`config.mk`:
```
export PLATFORM = sky130hd
export DESIGN_NAME = alu_share_arbiter_flat
export DESIGN_NICKNAME = d
export VERILOG_FILES = /design/src/rtl/alu_share_arbiter_if.sv /design/src/rtl/alu_share_arbiter.sv /design/src/flat_wrapper.sv
export SDC_FILE = /design/constraint.sdc
export NUM_CORES = 1
export LEC_CHECK = 0
export BUFFER_PORTS_ARGS = -buffer_cell sky130_fd_sc_hd__buf_2
export CORE_MARGIN = 2
export CORE_UTILIZATION = 32
export CTS_CLUSTER_SIZE = 8
export DETAILED_ROUTE_END_ITERATION = 8
export PLACE_DENSITY = 0.58
export SLEW_MARGIN = 5
export SYNTH_ARGS = -nofsm -noshare
export SYNTH_HDL_FRONTEND = slang
export SYNTH_SLANG_ARGS = --single-unit
```
`constraint.sdc`:
```
create_clock -name clk -period 2.6 [get_ports clk]
set_input_delay 0.13 -clock clk [delete_from_list [all_inputs] [get_ports clk]]
set_output_delay 0.13 -clock clk [all_outputs]
set_load 0.01 [all_outputs]
```
`src/rtl/alu_share_arbiter_if.sv`:
```
// Bundles the two requester ports, the shared ALU drive/return and the response bus.
// Latency: none (wiring only).
// Backpressure: requesters hold req/op/a/b until their one-cycle gnt pulse.
interface alu_share_arbiter_if #(
    parameter int WIDTH = 32
);
    logic             req0;
    logic [2:0]       op0;
    logic [WIDTH-1:0] a0;
    logic [WIDTH-1:0] b0;
    logic             gnt0;
    logic             req1;
    logic [2:0]       op1;
    logic [WIDTH-1:0] a1;
    logic [WIDTH-1:0] b1;
    logic             gnt1;
    logic [WIDTH-1:0] alu_a;
    logic [WIDTH-1:0] alu_b;
    logic [1:0]       alu_sel;
    logic             alu_binvert;
    logic [WIDTH-1:0] alu_result;
    logic             rsp_valid;
    logic             rsp_id;
    logic [WIDTH-1:0] rsp_result;
    logic             rsp_err;

    // Environment side: requesters plus the combinational ALU.
    modport master (
        output req0, op0, a0, b0, req1, op1, a1, b1, alu_result,
        input  gnt0, gnt1, alu_a, alu_b, alu_sel, alu_binvert,
        input  rsp_valid, rsp_id, rsp_result, rsp_err
    );

    // Arbiter side.
    modport slave (
        input  req0, op0, a0, b0, req1, op1, a1, b1, alu_result,
        output gnt0, gnt1, alu_a, alu_b, alu_sel, alu_binvert,
        output rsp_valid, rsp_id, rsp_result, rsp_err
    );
endinterface

```
`src/rtl/alu_share_arbiter.sv`:
```
// Round-robin share of one ALU between two requesters, tagged response bus.
// Latency: 2 cycles gnt -> rsp_valid; one operation every 3 cycles.
// Backpressure: requests are only sampled in IDLE; losers simply keep req held.
module alu_share_arbiter #(
    parameter int WIDTH = 32
) (
    input  logic                clk,
    input  logic                rst_n,
    alu_share_arbiter_if.slave  bus
);
    localparam logic [1:0] IDLE = 2'd0;
    localparam logic [1:0] EXEC = 2'd1;
    localparam logic [1:0] RESP = 2'd2;

    logic [1:0]       state;
    logic             last_gnt;
    logic             lat_id;
    logic [WIDTH-1:0] lat_a;
    logic [WIDTH-1:0] lat_b;
    logic [1:0]       lat_sel;
    logic             lat_binv;
    logic             lat_err;
    logic             rsp_id_q;
    logic             rsp_err_q;
    logic [WIDTH-1:0] rsp_result_q;

    logic             pick1;
    logic             grant;
    logic [2:0]       win_op;
    logic [WIDTH-1:0] win_a;
    logic [WIDTH-1:0] win_b;
    logic [1:0]       dec_sel;
    logic             dec_binv;
    logic             dec_err;
    logic             drive_alu;

    // Arbitration: requester 1 wins if alone, or on a tie when 0 went last.
    // The grant is gated by rst_n so gnt stays low throughout reset.
    always_comb begin
        pick1  = bus.req1 && (!bus.req0 || !last_gnt);
        grant  = rst_n && (state == IDLE) && (bus.req0 || bus.req1);
        win_op = pick1 ? bus.op1 : bus.op0;
        win_a  = pick1 ? bus.a1  : bus.a0;
        win_b  = pick1 ? bus.b1  : bus.b0;
    end

    // Op decode of the winning request into mux select and subtract control.
    always_comb begin
        dec_sel  = 2'b00;
        dec_binv = 1'b0;
        dec_err  = 1'b0;
        case (win_op)
            3'b000:  begin dec_sel = 2'b00; dec_binv = 1'b0; end
            3'b001:  begin dec_sel = 2'b01; dec_binv = 1'b0; end
            3'b010:  begin dec_sel = 2'b10; dec_binv = 1'b0; end
            3'b110:  begin dec_sel = 2'b10; dec_binv = 1'b1; end
            3'b111:  begin dec_sel = 2'b11; dec_binv = 1'b1; end
            default: dec_err = 1'b1;
        endcase
    end

    // IDLE -> EXEC -> RESP -> IDLE; latch on grant, capture ALU result in EXEC.
    always_ff @(posedge clk or negedge rst_n) begin
        if (!rst_n) begin
            state        <= IDLE;
            last_gnt     <= 1'b1;
            lat_id       <= 1'b0;
            lat_a        <= '0;
            lat_b        <= '0;
            lat_sel      <= 2'b00;
            lat_binv     <= 1'b0;
            lat_err      <= 1'b0;
            rsp_id_q     <= 1'b0;
            rsp_err_q    <= 1'b0;
            rsp_result_q <= '0;
        end else begin
            case (state)
                IDLE: begin
                    if (grant) begin
                        lat_id   <= pick1;
                        lat_a    <= win_a;
                        lat_b    <= win_b;
                        lat_sel  <= dec_sel;
                        lat_binv <= dec_binv;
                        lat_err  <= dec_err;
                        last_gnt <= pick1;
                        state    <= EXEC;
                    end
                end
                EXEC: begin
                    rsp_result_q <= lat_err ? '0 : bus.alu_result;
                    rsp_id_q     <= lat_id;
                    rsp_err_q    <= lat_err;
                    state        <= RESP;
                end
                RESP:    state <= IDLE;
                default: state <= IDLE;
            endcase
        end
    end

    // The ALU only sees operands while a legal op is executing.
    assign drive_alu       = (state == EXEC) && !lat_err;
    assign bus.alu_a       = drive_alu ? lat_a : '0;
    assign bus.alu_b       = drive_alu ? lat_b : '0;
    assign bus.alu_sel     = drive_alu ? lat_sel : 2'b00;
    assign bus.alu_binvert = drive_alu && lat_binv;

    assign bus.gnt0       = grant && !pick1;
    assign bus.gnt1       = grant && pick1;
    assign bus.rsp_valid  = (state == RESP);
    assign bus.rsp_id     = rsp_id_q;
    assign bus.rsp_result = rsp_result_q;
    assign bus.rsp_err    = rsp_err_q;
endmodule

```
`src/flat_wrapper.sv`:
```
// flat-port wrapper written by rule: the top's interface ports become plain ports
module alu_share_arbiter_flat 
#(
    parameter int WIDTH = 32
)
  (clk, rst_n, bus_req0, bus_op0, bus_a0, bus_b0, bus_req1, bus_op1, bus_a1, bus_b1, bus_alu_result, bus_gnt0, bus_gnt1, bus_alu_a, bus_alu_b, bus_alu_sel, bus_alu_binvert, bus_rsp_valid, bus_rsp_id, bus_rsp_result, bus_rsp_err);
  alu_share_arbiter_if #(.WIDTH(WIDTH)) bus_i ();
  input  logic clk;
  input  logic rst_n;
  input wire logic [$bits(bus_i.req0)-1:0] bus_req0;
  input wire logic [$bits(bus_i.op0)-1:0] bus_op0;
  input wire logic [$bits(bus_i.a0)-1:0] bus_a0;
  input wire logic [$bits(bus_i.b0)-1:0] bus_b0;
  input wire logic [$bits(bus_i.req1)-1:0] bus_req1;
  input wire logic [$bits(bus_i.op1)-1:0] bus_op1;
  input wire logic [$bits(bus_i.a1)-1:0] bus_a1;
  input wire logic [$bits(bus_i.b1)-1:0] bus_b1;
  input wire logic [$bits(bus_i.alu_result)-1:0] bus_alu_result;
  output wire logic [$bits(bus_i.gnt0)-1:0] bus_gnt0;
  output wire logic [$bits(bus_i.gnt1)-1:0] bus_gnt1;
  output wire logic [$bits(bus_i.alu_a)-1:0] bus_alu_a;
  output wire logic [$bits(bus_i.alu_b)-1:0] bus_alu_b;
  output wire logic [$bits(bus_i.alu_sel)-1:0] bus_alu_sel;
  output wire logic [$bits(bus_i.alu_binvert)-1:0] bus_alu_binvert;
  output wire logic [$bits(bus_i.rsp_valid)-1:0] bus_rsp_valid;
  output wire logic [$bits(bus_i.rsp_id)-1:0] bus_rsp_id;
  output wire logic [$bits(bus_i.rsp_result)-1:0] bus_rsp_result;
  output wire logic [$bits(bus_i.rsp_err)-1:0] bus_rsp_err;
  assign bus_i.req0 = bus_req0;
  assign bus_i.op0 = bus_op0;
  assign bus_i.a0 = bus_a0;
  assign bus_i.b0 = bus_b0;
  assign bus_i.req1 = bus_req1;
  assign bus_i.op1 = bus_op1;
  assign bus_i.a1 = bus_a1;
  assign bus_i.b1 = bus_b1;
  assign bus_i.alu_result = bus_alu_result;
  assign bus_gnt0 = bus_i.gnt0;
  assign bus_gnt1 = bus_i.gnt1;
  assign bus_alu_a = bus_i.alu_a;
  assign bus_alu_b = bus_i.alu_b;
  assign bus_alu_sel = bus_i.alu_sel;
  assign bus_alu_binvert = bus_i.alu_binvert;
  assign bus_rsp_valid = bus_i.rsp_valid;
  assign bus_rsp_id = bus_i.rsp_id;
  assign bus_rsp_result = bus_i.rsp_result;
  assign bus_rsp_err = bus_i.rsp_err;
  alu_share_arbiter #(.WIDTH(WIDTH)) u_core (.clk(clk), .rst_n(rst_n), .bus(bus_i));
endmodule
```
==> results of run 1 <==
report_power, final:
part	switching [mW]	internal [mW]
Sequential	0.245	2.11
Combinational	0.709	0.682
Clock	0.587	1.06
Total	1.54	3.86
logic make-up after synthesis:
kind of cell | Yosys count
multiplexers | 5
buffers and inverters | 107
flip-flops | 106
AND/OR/NAND/NOR | 146
AO/OA/AOI/OAI | 107
routing by layer:
| metal | part of all wire, % | vias to the layer above |
|---|---|---|
| li1 | - | 2231 |
| met1 | 39 | 2236 |
| met2 | 51 | 210 |
| met3 | 7.1 | 24 |
| met4 | 2.4 | 2 |
| met5 | 0.086 | - |
state kept, by name, summed over array words and instances (netlist names):
name,count
u_core.lat_err,1
u_core.lat_binv,1
u_core.lat_id,1
u_core.state,2
u_core.bus.rsp_id,1
u_core.bus.rsp_result,32
u_core.lat_b,32
u_core.lat_sel,2
u_core.lat_a,32
u_core.last_gnt,1
u_core.bus.rsp_err,1
worst min-delay path: cells and delay by family:
family / cells / cell delay [ps]
buf+inv: 2 / 140
compound gates: 1 / 50
area by class of cell:
class / instances / area share [%]
Antenna cell: 5 / 0.174
Clock buffer: 11 / 3.38
Clock inverter: 5 / 1.74
Inverter: 68 / 3.55
Multi-Input combinational cell: 258 / 25.0
Sequential cell: 106 / 36.9
Tap cell: 188 / 3.27
Timing Repair Buffer: 321 / 26.0
worst min path at each step:
stage	startpoint	endpoint	slack, ps
after floorplan	rst_n	u_core.bus.rsp_err	-170
after global placement	rst_n	u_core.lat_b[21]	310
after detailed placement	rst_n	u_core.lat_b[22]	310
after CTS	bus_a1[31]	u_core.lat_a[31]	0.06
after global routing	bus_a1[31]	u_core.lat_a[31]	1
final	bus_a1[31]	u_core.lat_a[31]	20
synthesized netlist by cell type, drive strengths merged (3+ instances only):
cell type | count | area (um2)
nand2b | 34 | 213
clkbuf | 20 | 75.1
o21ai | 35 | 175
a222oi | 64 | 641
nand2 | 35 | 131
mux2i | 3 | 30.0
buf | 19 | 154
dfrtp | 105 | 2630
inv | 68 | 255
and2 | 68 | 425
a21o | 3 | 22.5
repair_timing:
action | 4_1_cts | 5_1_grt
endpoints found under the setup margin | 0 | 0
hold endpoints to repair | 87 | 0
setup buffers | 0 | 0
hold buffers | 40 | 0
per-stage QoR:
step           instances  instance area (um2)
3_3_place_gp         901                 6410
3_5_place_dp         901                 6410
4_1_cts              957                 7180
2_1_floorplan        471                 4910
5_1_grt              959                 7180
6_report             962                 7190
cells in the final DEF (no fill, tap or decap), types with 2 or more instances in the layout:
master           n
mux2i_1          3
clkbuf_16        9
and2_1          67
nand2b_1        33
a21o_1           3
bufinv_16        4
diode_2          5
buf_2          272
o21ai_0         34
nand2_1         35
dfrtp_1        105
buf_12           3
dlygate4sd3_1   40
inv_1           68
mux2_2           2
a222oi_1        64
buf_4            6
==> out/summary.txt, run 1 <==
CTS H-tree depth = 3
Initial DRC Count = 503
Tmin final = 2410 ps
register clock-pin slew on the reported worst setup and hold paths = 70 ps
met3 usage = 4.22%
Skew-Pair Late Insertion Delay = 340 ps
slew margin rel. = 51.4%
overall routing resource usage = 18.3%
Cell variety after synth = 29
largest net degree at the start of global routing = 68
Initial Util = 32.6%
number of flops mapped to enable cells by yosys = 0
reg2reg setup slack = 220 ps
share of layout cells above drive strength 1 = 39.8%
Static Leak = 4.01 nW
post-route core utilization = 47.6%
XOR/XNOR share of the synthesized area = 0%
Max Clock Freq = 415 MHz
syn_area_per_cell = 10.4 um2
Reg2Reg Launch Point = u_core.state[0]
Hold Crit Depth = 3
Post-Place Worst Slack = 738 ps
# fillers = 1,422
Worst Reg-to-Reg Cells = 6
Crit path required time = 2840 ps
clk_skew = 6.01 ps
routed wire length per instance = 15.7 um
status = complete, no violations
CTS buffer count = 9
CP startpoint kind = input port
# Max-Cap Violations = 0
I/O pin total = 274
critical-path cell list = dlygate4sd3_1, buf_4, nor3b_2, o21ai_4, buf_4, a222oi_1, dlygate4sd3_1, inv_1
hold slack = 16.0 ps
Reg2Reg Capture Point = u_core.lat_b[6]
met1 usage in global routing = 20.8%
via count = 4,703
largest family of logic cells by synthesized area = compound AO/OA/AOI/OAI gates
Hold Crit Class = in -> reg
synth-to-layout area growth = 46.4%
CP max FO = 50
worst setup path start = rst_n
Routed WL = 15,100 um
post-CTS resize count = 0
height of the die = 128 um
Crit path max-delay family = buffers and inverters
register area = 2650 um2
fin nets = 934
DRC errors left = 0
fin crit share = 92.6%
post-synthesis mux area share = 1.07%
setup TNS = 0 ps
Root Driver = clkbuf_16
Post-synth ARST share = 100%
CP Capture Type = register
CP max-delay cell = dlygate4sd3_1
CP bufs+invs = 5
first-pass GRT wire length = 23,400 um
PortBufs = 273
Syn. warnings = 0
Setup violations, final = 0
FF+latch count, synth = 106
Post-Syn Area = 4910 um2
area of the multi-input gates = 1800 um2
Initial DRT Pass Iterations = 9
CTS tree = done
unrepaired setup endpoints after global routing = false
WP data arrival = 2650 ps
Compound-Gate Fraction of Synth Area = 18.1%
PwrDens = 751 nW/um2
Slew Viols, Final = 0
Synth Flop Type = dfrtp_1
Crit Path Category = in -> reg
CP Depth = 8
Crit path largest cell delay = 600 ps
Die X = 128 um
post-synthesis net count = 641
sequential element share of the synthesized area = 54.0%
vias per cell = 4.89
Tightest Pin Transition = 729 ps
core area = 15,100 um2
Overflow after GRT = 0
setup slack after layout = 191 ps
post-synthesis simple-gate area fraction = 17.0%
Peak VDD IR = 0.302 mV
HPWL after DPL = 10,600 um
die area = 16,400 um2
Post-Synth Adder-Cell Area = 0%
clk buf depth = 2
CTS Sinks = 106
Worst setup endpoint = u_core.lat_b[6]
vias in the first global route = 4,645
FP Rows = 45
final hold violations = 0
GRT met2 Usage = 32.9%
busiest layer in global routing = met2
Routed Antenna Nets = 0
initial antenna violation count = 5
GPL Wtd Cong = 0.792
PnR Total Power = 5.40 mW
Synth Instances = 471
(Power assumes the default switching activity.)
==> run 2: changes to the inputs <==
==> constraint.sdc (replaced) <==
create_clock -name clk -period 2.6 [get_ports clk]
set_input_delay 0.13 -clock clk [delete_from_list [all_inputs] [get_ports clk]]
set_output_delay 0.13 -clock clk [all_outputs]
set_load 0.05 [all_outputs]
==> run 2 against run 1 <==
Sequential share of layout area is essentially flat. Largest cell class unchanged. Core utilization is essentially flat. Register-to-register slack is essentially flat. Non-clock buffer count grew 2. Total power grew 12%. Critical path type unchanged. Critical endpoint is now u_core.lat_b[9].
==> out/summary.txt, run 2 (synthesized netlist as in run 1, its figures left out) <==
synth-to-layout area growth = 46.3%
WP data arrival = 2670 ps
CP max FO = 49
Slew Viols, Final = 0
register area = 2650 um2
critical-path cell list = dlygate4sd3_1, buf_4, nor3b_2, o21ai_4, buf_4, a222oi_1, dlygate4sd3_1, inv_1
GPL Wtd Cong = 0.797
overall routing resource usage = 18.1%
CTS Sinks = 106
commonest non-fill, non-tap cell in the layout = buf_2
Overflow after GRT = 0
clk_skew = 6.73 ps
setup TNS = 0 ps
fin cells = 961
Static Leak = 4.02 nW
Reg2Reg Capture Point = u_core.lat_b[9]
Worst Reg-to-Reg Cells = 6
Crit path max-delay family = buffers and inverters
HPWL after DPL = 10,800 um
vias in the first global route = 4,666
fin crit share = 93.2%
CTS tree = done
CP startpoint kind = input port
Max Clock Freq = 413 MHz
Hold Crit Depth = 3
fin nets = 936
DRC errors left = 0
setup bufs post-CTS = 0
PnR Total Power = 6.02 mW
unrepaired setup endpoints after global routing = false
Routed WL = 14,900 um
slew margin rel. = 52.7%
Initial Util = 32.6%
core area = 15,100 um2
PwrDens = 838 nW/um2
hold_sp = bus_a0[18]
height of the die = 128 um
placed insts = 901
I/O pin total = 274
status = complete, no violations
Peak VDD IR = 0.377 mV
Crit path largest cell delay = 590 ps
initial antenna violation count = 4
Routed Antenna Nets = 0
hold endpoint = u_core.lat_a[18]
PortBufs = 273
most frequent cells in the layout = buf_2, dfrtp_1, inv_1, and2_1, a222oi_1
Tmin final = 2420 ps
hold slack = 14.7 ps
CTS H-tree depth = 3
vias per cell = 4.87
share of layout cells above drive strength 1 = 39.8%
# fillers = 1,485
Tightest Pin Transition = 709 ps
clk buf depth = 2
CP bufs+invs = 5
area of the multi-input gates = 1800 um2
Die X = 128 um
CP Capture Type = register
Hold Crit Class = in -> reg
Reg2Reg Launch Point = u_core.state[0]
Initial DRC Count = 398
# Max-Cap Violations = 0
CTS buffer count = 9
via count = 4,683
Setup violations, final = 0
Initial DRT Pass Iterations = 8
first-pass GRT wire length = 23,200 um
routed wire length per instance = 15.5 um
Root Driver = clkbuf_16
largest net degree at the start of global routing = 68
FP Rows = 45
Crit path required time = 2840 ps
die area = 16,400 um2
Crit Path Category = in -> reg
reg2reg setup slack = 230 ps
CP max-delay cell = dlygate4sd3_1
Skew-Pair Late Insertion Delay = 340 ps
final hold violations = 0
register clock-pin slew on the reported worst setup and hold paths = 70 ps
[run 2: cell types whose count changed in the layout (fill, tap and decap cells not counted)]
cell and delta:
bufinv_16 -1, clkbuf_1 -1, clkbuf_8 +1, clkinv_2 +1, diode_2 -3, dlygate4sd3_1 +2
[run 2: report_power, final]
group	switching [mW]	leakage (nW)	internal, mW
combinational	1.40	2.51	0.691
sequential	0.241	1.33	2.11
clock	0.590	0.176	0.991
total	2.23	4.02	3.79
[run 2: worst max path at each step]
| stage | depth (start not counted) | endpoint | start |
|---|---|---|---|
| after detailed placement | 4 | bus_gnt1 | u_core.state[0] |
| final | 8 | u_core.lat_b[9] | rst_n |
| after global placement | 4 | bus_gnt1 | u_core.state[0] |
| after CTS | 8 | u_core.lat_b[9] | rst_n |
| after global routing | 8 | u_core.lat_b[9] | rst_n |
| after floorplan | 5 | u_core.lat_b[16] | u_core.last_gnt |
[run 2: area by class of cell]
class	count	area share, %
inverter	68	3.55
multi-input combinational	258	25.0
antenna	2	0.0696
clock buffer	11	3.52
sequential	106	36.9
clock inverter	5	1.39
tap	188	3.27
timing repair buffer	323	26.3
[run 2: worst min-delay path, delay by kind of cell]
kind                   cells  cell delay [ps]
AOI/OAI and AO/OA          1               70
buffers and inverters      2              120
[run 2: stage by stage]
step / area, um2 / util (%) / setup WS [ps]
finish: 7190 / 47.6 / 178
global route: 7180 / 47.6 / 125
CTS: 7180 / 47.6 / 196
detailed placement: 6410 / 42.5 / 697
global placement: 6410 / 42.5 / 731
floorplan: 4910 / - / 780
[run 2: repair_timing]
item,4_1_cts,5_1_grt
gates resized for setup,0,0
endpoints found under the hold margin,88,0
hold buffers,42,0
[run 2: per-layer routing]
layer / up-vias / track usage [%] / wire length [um] / part of all wire, %
met5: - / 0 / 7 / 0.047
met4: 2 / 7.76 / 358 / 2.4
met3: 29 / 3.71 / 1120 / 7.5
met2: 216 / 32.1 / 7560 / 51
met1: 2204 / 21.2 / 5850 / 39
li1: 2232 / - / - / -
==> run 3: changes to the inputs <==
==> constraint.sdc (replaced) <==
create_clock -name clk -period 2.6 [get_ports clk]
set_input_delay 0.13 -clock clk [delete_from_list [all_inputs] [get_ports clk]]
set_output_delay 0.13 -clock clk [all_outputs]
set_load 0.02 [all_outputs]
==> run 3 against run 2 <==
Wire length grew 1.5%. First-iteration DRC count is 17% higher. Clock skew is essentially flat. Setup slack improved by 330 ps. Via count decreased by 0.49%.
==> out/summary.txt, run 3 (synthesized netlist as in run 1, its figures left out) <==
Crit Path Category = in -> out
CTS tree = done
I/O pin total = 274
Crit path max-delay family = buffers and inverters
CTS Sinks = 106
Overflow after GRT = 0
worst setup path start = rst_n
commonest non-fill, non-tap cell in the layout = buf_2
Slew Viols, Final = 0
WP data arrival = 1970 ps
Hold Crit Class = in -> reg
routed wire length per instance = 15.9 um
Crit path largest cell delay = 540 ps
status = complete, no violations
Setup violations, final = 0
unrepaired setup endpoints after global routing = false
DRC errors left = 0
final hold violations = 0
GPL Wtd Cong = 0.782
initial antenna violation count = 2
Die X = 128 um
most frequent cells in the layout = buf_2, dfrtp_1, inv_1, and2_1, a222oi_1
# fillers = 1,487
met1 usage in global routing = 21.4%
synth-to-layout area growth = 43.0%
CP most frequent cell = buf_4
PnR Total Power = 5.27 mW
FP Rows = 45
core area = 15,100 um2
Initial DRC Count = 464
met3 usage = 3.42%
setup bufs post-CTS = 0
Static Leak = 3.95 nW
Peak VDD IR = 0.307 mV
fin crit share = 80.6%
slew margin rel. = 23.7%
Tightest Pin Transition = 1140 ps
Tmin final = 2100 ps
CP bufs+invs = 4
CP max-delay cell = dlygate4sd3_1
GRT met2 Usage = 33.2%
CP startpoint kind = input port
Routed Antenna Nets = 0
overall routing resource usage = 18.4%
# Max-Cap Violations = 0
die area = 16,400 um2
height of the die = 128 um
Initial Util = 32.6%
vias per cell = 4.89
clk buf depth = 2
register clock-pin slew on the reported worst setup and hold paths = 70 ps
CTS H-tree depth = 3
Reg2Reg Launch Point = u_core.state[0]
largest net degree at the start of global routing = 81
busiest layer in global routing = met2
first-pass GRT wire length = 23,600 um
CP max FO = 46
hold_sp = bus_a1[24]
Routed WL = 15,100 um
Initial DRT Pass Iterations = 9
via count = 4,660
Max Clock Freq = 477 MHz
HPWL after DPL = 10,800 um
critical-path cell list = dlygate4sd3_1, buf_4, nor3b_2, and2_2, buf_4, buf_2
share of layout cells above drive strength 1 = 40.0%
Skew-Pair Late Insertion Delay = 340 ps
Crit path required time = 2470 ps
PwrDens = 751 nW/um2
CTS buffer count = 9
fin nets = 928
vias in the first global route = 4,659
clk_skew = 6.70 ps
PortBufs = 273
setup TNS = 0 ps
post-route core utilization = 46.5%
Root Driver = clkbuf_16
CP Capture Type = output pin
-- run 3: cell count changes in the layout (fill, tap and decap cells not counted), sizes merged --
cell         previous run  this run
dlygate4sd3            42        33
buf                   281       282
clkbuf                 11        14
bufinv                  3         1
clkinv                  2         1
diode                   2         1
-- run 3: final cells by class --
type | instances | area (um2) | share of cell area [%]
antenna | 1 | 2.50 | 0.0356
clock buffer | 14 | 264 | 3.76
clock inverter | 2 | 35.0 | 0.499
inverter | 68 | 255 | 3.63
multi-input combinational | 258 | 1800 | 25.6
sequential | 106 | 2650 | 37.8
tap | 188 | 235 | 3.35
timing repair buffer | 315 | 1780 | 25.3
-- run 3: through the flow --
stage | setup WS (ps) | instance area, um2 | instances | hold WS [ps]
6_report | 505 | 7020 | 952 | 12.5
5_1_grt | 377 | 7020 | 952 | 15.0
4_1_cts | 483 | 7020 | 951 | 0.0758
3_5_place_dp | 604 | 6390 | 902 | 158
3_3_place_gp | 737 | 6390 | 902 | 159
2_1_floorplan | 1070 | 4910 | 471 | -166
-- run 3: repair_timing --
action	4_1_cts	5_1_grt
hold buffers	33	0
endpoints found under the setup margin	0	0
hold endpoints to repair	58	0
gates resized for setup	0	0
-- run 3: worst reg2reg max path, cell delays in order, from the launching register on --
cell and delay (ps):
dfrtp_1 410, nor3b_2 280, o21ai_4 360, buf_4 370
a222oi_1 360, inv_1 100
-- run 3: per-layer routing --
layer  part of all wire, %  wire length, um
met1                    40             5990
met3                   6.3              951
met5                 0.046                7
met4                   2.5              378
met2                    52             7790
-- run 3: power by group --
group | total, mW | leakage [nW] | switching (mW) | internal, mW
Sequential | 2.36 | 1.33 | 0.250 | 2.11
Clock | 1.37 | 0.147 | 0.566 | 0.800
Combinational | 1.55 | 2.47 | 0.880 | 0.668
-- run 3: worst paths after layout --
check	endpoint	slack, ps	depth (start not counted)
max in group asynchronous	u_core.lat_a[26]	890	4
worst max register to register	u_core.lat_a[27]	590	5
worst max-delay path	bus_gnt1	500	6
min in group asynchronous	u_core.lat_b[22]	360	3
worst min register to register	u_core.lat_sel[1]	480	2
worst min-delay path	u_core.lat_a[24]	10	3
